## config.mk

```make
export PLATFORM = sky130hd
export DESIGN_NAME = alarm_controller
export DESIGN_NICKNAME = d
export VERILOG_FILES = /design/src/rtl/alarm_controller.sv
export SDC_FILE = /design/constraint.sdc
export NUM_CORES = 1
export LEC_CHECK = 0
export CAP_MARGIN = 20
export CORE_ASPECT_RATIO = 0.9
export CORE_MARGIN = 2
export CORE_UTILIZATION = 48
export DETAILED_ROUTE_END_ITERATION = 10
export HOLD_SLACK_MARGIN = 0.12
export PLACE_DENSITY = 0.83
export SETUP_SLACK_MARGIN = 0.05
export SYNTH_ARGS = -nofsm -noshare
export SYNTH_HDL_FRONTEND = slang
export SYNTH_SLANG_ARGS = --single-unit
```

## constraint.sdc

```tcl
create_clock -name Clk_1sec -period 3.5 [get_ports Clk_1sec]
set_clock_uncertainty 0.15 [all_clocks]
set_input_delay 0.7 -clock Clk_1sec [delete_from_list [all_inputs] [get_ports Clk_1sec]]
set_output_delay 0.7 -clock Clk_1sec [all_outputs]
set_load 0.005 [all_outputs]
```

## src/rtl/alarm_controller.sv

```systemverilog
// Alarm controller: programmable alarm time, ringing with auto-timeout,
// bounded snooze and dismiss, all running off the 1 Hz clock.
module alarm_controller #(
  parameter int unsigned RING_SECS   = 60,
  parameter int unsigned SNOOZE_SECS = 300,
  parameter int unsigned MAX_SNOOZE  = 3
) (
  input  logic       Clk_1sec,
  input  logic       reset,
  input  logic [5:0] seconds,
  input  logic [5:0] minutes,
  input  logic [4:0] hours,
  input  logic       set_en,
  input  logic [4:0] set_hours,
  input  logic [5:0] set_minutes,
  input  logic       arm,
  input  logic       snooze,
  input  logic       dismiss,
  output logic [4:0] alarm_hours,
  output logic [5:0] alarm_minutes,
  output logic       ringing,
  output logic       snooze_active,
  output logic [1:0] snooze_count,
  output logic       set_err
);

  localparam int unsigned MAX_SECS = (RING_SECS > SNOOZE_SECS) ? RING_SECS : SNOOZE_SECS;
  localparam int unsigned CW       = (MAX_SECS > 1) ? $clog2(MAX_SECS) : 1;

  typedef enum logic [1:0] {
    IDLE    = 2'd0,
    WAIT    = 2'd1,
    RINGING = 2'd2,
    SNOOZE  = 2'd3
  } state_t;

  state_t        state;
  logic [CW-1:0] countdown;
  logic          set_valid;
  logic          match;

  assign set_valid = set_en && (set_hours <= 5'd23) && (set_minutes <= 6'd59);
  assign match     = (hours == alarm_hours) && (minutes == alarm_minutes) && (seconds == 6'd0);

  // Alarm-time registers, set error pulse and the alarm FSM share one register block
  always_ff @(posedge Clk_1sec) begin
    if (reset) begin
      state         <= IDLE;
      countdown     <= '0;
      alarm_hours   <= '0;
      alarm_minutes <= '0;
      ringing       <= 1'b0;
      snooze_active <= 1'b0;
      snooze_count  <= '0;
      set_err       <= 1'b0;
    end else begin
      set_err <= set_en && !set_valid;
      if (set_valid) begin
        alarm_hours   <= set_hours;
        alarm_minutes <= set_minutes;
      end

      if (!arm) begin
        state         <= IDLE;
        ringing       <= 1'b0;
        snooze_active <= 1'b0;
        snooze_count  <= '0;
      end else if (set_valid && (state == RINGING || state == SNOOZE)) begin
        // Re-programming the alarm abandons the current alarm event
        state         <= WAIT;
        ringing       <= 1'b0;
        snooze_active <= 1'b0;
        snooze_count  <= '0;
      end else begin
        case (state)
          IDLE: begin
            state <= WAIT;
          end
          WAIT: begin
            if (match) begin
              state     <= RINGING;
              ringing   <= 1'b1;
              countdown <= CW'(RING_SECS - 1);
            end
          end
          RINGING: begin
            if (dismiss) begin
              state        <= WAIT;
              ringing      <= 1'b0;
              snooze_count <= '0;
            end else if (snooze && (snooze_count < 2'(MAX_SNOOZE))) begin
              state         <= SNOOZE;
              ringing       <= 1'b0;
              snooze_active <= 1'b1;
              countdown     <= CW'(SNOOZE_SECS - 1);
              snooze_count  <= snooze_count + 2'd1;
            end else if (countdown == '0) begin
              state        <= WAIT;
              ringing      <= 1'b0;
              snooze_count <= '0;
            end else begin
              countdown <= countdown - CW'(1);
            end
          end
          SNOOZE: begin
            if (dismiss) begin
              state         <= WAIT;
              snooze_active <= 1'b0;
              snooze_count  <= '0;
            end else if (countdown == '0) begin
              state         <= RINGING;
              snooze_active <= 1'b0;
              ringing       <= 1'b1;
              countdown     <= CW'(RING_SECS - 1);
            end else begin
              countdown <= countdown - CW'(1);
            end
          end
          default: begin
            state <= IDLE;
          end
        endcase
      end
    end
  end

endmodule

```

==> impl_summary.txt <==
----------------------------------------------------
[Power]
  Peak ir drop on the vdd network ... 0.223 mV
  Cell leakage power ... 0.736 nW
  Power density cells ... approximately 300 nW/um^2

[Synth]
  Avg Synthesized Cell Area ... 8.11 sq um
  Post-Syn Nets ... between 200 and 250
  Total number of yosys warnings ... 0
  Post-synth ARST share ... 0
  Area leader, netlist ... sky130_fd_sc_hd__dfxtp_1
  Most used standard cell by instance count after synthesis ... sky130_fd_sc_hd__dfxtp_1
  Primary FF master, synth ... sky130_fd_sc_hd__dfxtp_1
  Synth top area share ... 0.358
  Distinct cells, synth ... 44
  Part of the Yosys area used for sequential elements ... 0.358
  Post-synth EDFFs ... 0
  Top area cells in the synthesized netlist ... sky130_fd_sc_hd__dfxtp_1 36%, sky130_fd_sc_hd__a21oi_1 6.6%, sky130_fd_sc_hd__xnor2_1 6.4%
  Number of synthesized register bits ... 27
  Leading cell types by count after synthesis ... 27 x sky130_fd_sc_hd__dfxtp_1, 25 x sky130_fd_sc_hd__nand2_1, 20 x sky130_fd_sc_hd__a21oi_1, 15 x sky130_fd_sc_hd__nor2_1, 11 x sky130_fd_sc_hd__xnor2_1
  Synthesized netlist cell count ... 186
  Cell area after synthesis ... between 1500 and 2000 sq um

[Clock network]
  Clock root buffer ... sky130_fd_sc_hd__clkbuf_4
  Sink count of the clock tree ... 27
  Clock-pin slew reported for the worst setup and hold paths after clock tree synthesis ... between 0.1 and 0.15 ns
  Setup fix buffers added after clock tree synthesis ... 0
  Number of H-tree levels ... 1
  Clock insertion delay at the later pin of the skew report ... around 0.33 ns
  Count of hold buffers inserted by post-cts repair ... 0
  Clock tree from TritonCTS ... done
  CTS max path bufs ... 2
  Quantity of gates resized following cts ... 0
  CTS buffer count ... 3

[Placement]
  Total half-perimeter wirelength after legalization and detailed placement ... about 2900 um
  Number of input and output port buffers inserted ... slightly below 50
  Final estimated routing congestion in global placement ... 0.841

[Floorplan]
  Area of the die ... approximately 3600 sq um
  Floorplan die height ... ~57 um
  Width of the chip ... 63.1 um
  Initial core utilization ... 0.500
  # rows ... 19
  Placeable core area ... about 3000 sq um
  Num ports ... 50

[Global route]
  Via count of the first global-routing pass ... roughly 1400
  GR peak layer ... met2
  Global routing met1 resource utilization ... 0.312
  GR Layer Usage met2 ... 0.342
  Routing usage on met3 ... 0.0513
  GRT Residual Overflow ... 0
  GRT Overall Usage ... 0.220
  Antenna violations before repair ... 0
  Wire length of the first global-routing pass ... 6360 um
  Maximum number of pins on one net before global-route repair ... 21

[STA]
  Total negative slack for setup checks ... 0 ns
  Max frequency ... between 300 and 400 MHz
  Tightest slew margin relative to the limit ... 0.443
  Shortest period the worst path allows ... about 2.6 ns
  Final worst-path cycle share ... 0.737
  Unrepaired setup endpoints after global routing ... no
  Transition time at the pin with the least slew margin ... 0.824 ns
  Fin. Hold Viols ... 0
  Max-slew violation count ... 0
  Final setup violating endpoints ... 0

[Layout]
  Area Growth Syn to Fin ... 36.6%
  Net count reported at finish ... between 200 and 300
  Utilization after layout ... 0.683
  FILL cells ... about 260
  Antenna diode count ... 0
  Fraction of layout instances using a drive strength above 1 ... 0.0556

[Setup path]
  Slowest stage delay, CP ... approximately 0.67 ns
  Element type at the critical path start ... input port
  Reg2reg setup slack ... approximately 1.1 ns
  Cell breakdown of the critical path ... clkdlybuf4s50_1, nor4_1, nand2_1, or4_1, a21oi_2, a311oi_1
  Critical path start-end classification ... in2reg
  Cell with the biggest individual delay on the critical path ... sky130_fd_sc_hd__or4_1
  Largest driver fanout on the critical path ... 7
  Endpoint type of the worst setup path ... flop
  Worst endpoint required time ... around 3.6 ns
  Arrival time of the worst setup path ... 2.64 ns

[Route]
  Routed len/inst ... 14.0 um
  Overall routed net length ... roughly 3900 um
  Number of remaining DRC errors ... 0
  Post-detailed-route via-to-cell ratio ... between 5 and 6
  Count of TritonRoute iterations in the first routing pass ... 4
  Final antenna-violating net count ... 0
  1st-iter DRT viols ... 78
  Number of vias in the routed layout ... ~1600

[Run]
  Number of max-capacitance violations reported ... 0

[Hold path]
  Worst hold path class ... reg2reg

[Run status]
  Run status ... finished, final reports clean

----------------------------------------------------
-- metal layers --
layer,vias up,wire length (um),share of wire
met5,-,0,0
met4,0,34,0.0088
met3,4,186,0.048
met2,36,1750,0.45
met1,728,1900,0.49
li1,785,-,-
-- cell type report --
type	count	area [sq um]	area share
Sequential cell	27	541	0.262
Timing Repair Buffer	52	513	0.249
Multi-Input combinational cell	145	906	0.440
Inverter	6	22.5	0.0109
Clock buffer	4	26.3	0.0128
Tap cell	42	52.6	0.0255
-- report_power, final --
| part | switching (mW) | leakage (nW) | internal, mW |
|---|---|---|---|
| Clock | 0.0930 | 0.0150 | 0.0447 |
| Combinational | 0.0606 | 0.501 | 0.0814 |
| Sequential | 0.0124 | 0.220 | 0.319 |
| Total | 0.166 | 0.736 | 0.445 |
-- cell families (layout without fill, tap and decap cells) --
group	after synthesis	count (layout)	synth area share
AO/OA/AOI/OAI	60	60	0.277
XOR/XNOR	11	11	0.0638
buffers and inverters	14	62	0.0415
AND/OR/NAND/NOR	72	72	0.243
flip-flops	27	27	0.358
adder cells (fa/ha/maj)	2	2	0.0166
-- per-stage QoR --
stage          power (mW)  worst slack, ns  std cells  hold slack, ns  cell area (sq um)
5_1_grt             0.643            0.796        276           0.379               2060
6_report            0.611            0.919        276           0.346               2060
2_1_floorplan       0.408             1.19        186           0.321               1510
4_1_cts             0.616            0.924        276           0.351               2060
3_5_place_dp        0.479            0.559        272           0.331               2030
3_3_place_gp        0.476            0.570        272           0.321               2030
-- worst paths after layout --
path	from	end	depth (start not counted)
worst max register to register	countdown[0]	countdown[7]	7
worst min register to register	alarm_minutes[4]	alarm_minutes[4]	2
worst max-delay path	seconds[3]	countdown[7]	6
worst min-delay path	alarm_minutes[4]	alarm_minutes[4]	2
-- cell usage in the layout (no fill, tap or decap), types with 4 or more instances in the layout --
| cell type | n |
|---|---|
| sky130_fd_sc_hd__nor2_1 | 15 |
| sky130_fd_sc_hd__a31oi_1 | 4 |
| sky130_fd_sc_hd__a21oi_1 | 20 |
| sky130_fd_sc_hd__nor3_1 | 6 |
| sky130_fd_sc_hd__nand2_1 | 25 |
| sky130_fd_sc_hd__a311oi_1 | 6 |
| sky130_fd_sc_hd__o21ai_0 | 5 |
| sky130_fd_sc_hd__inv_1 | 6 |
| sky130_fd_sc_hd__o21a_1 | 5 |
| sky130_fd_sc_hd__dfxtp_1 | 27 |
| sky130_fd_sc_hd__xnor2_1 | 11 |
| sky130_fd_sc_hd__clkdlybuf4s50_1 | 49 |
| sky130_fd_sc_hd__nand4_1 | 5 |
-- flip-flops by register name, indices dropped and copies added, names as in the netlist --
| name | flops |
|---|---|
| countdown | 9 |
| alarm_minutes | 6 |
| alarm_hours | 5 |
| snooze_count | 2 |
| state | 2 |
| ringing | 1 |
| set_err | 1 |
| snooze_active | 1 |
-- critical path, delay by kind of cell --
| family | cells | cell delay (ns) |
|---|---|---|
| compound gates | 2 | 0.52 |
| buf+inv | 1 | 0.40 |
| simple gates | 3 | 1.03 |
Note: power is estimated with default switching activity, not from simulation.
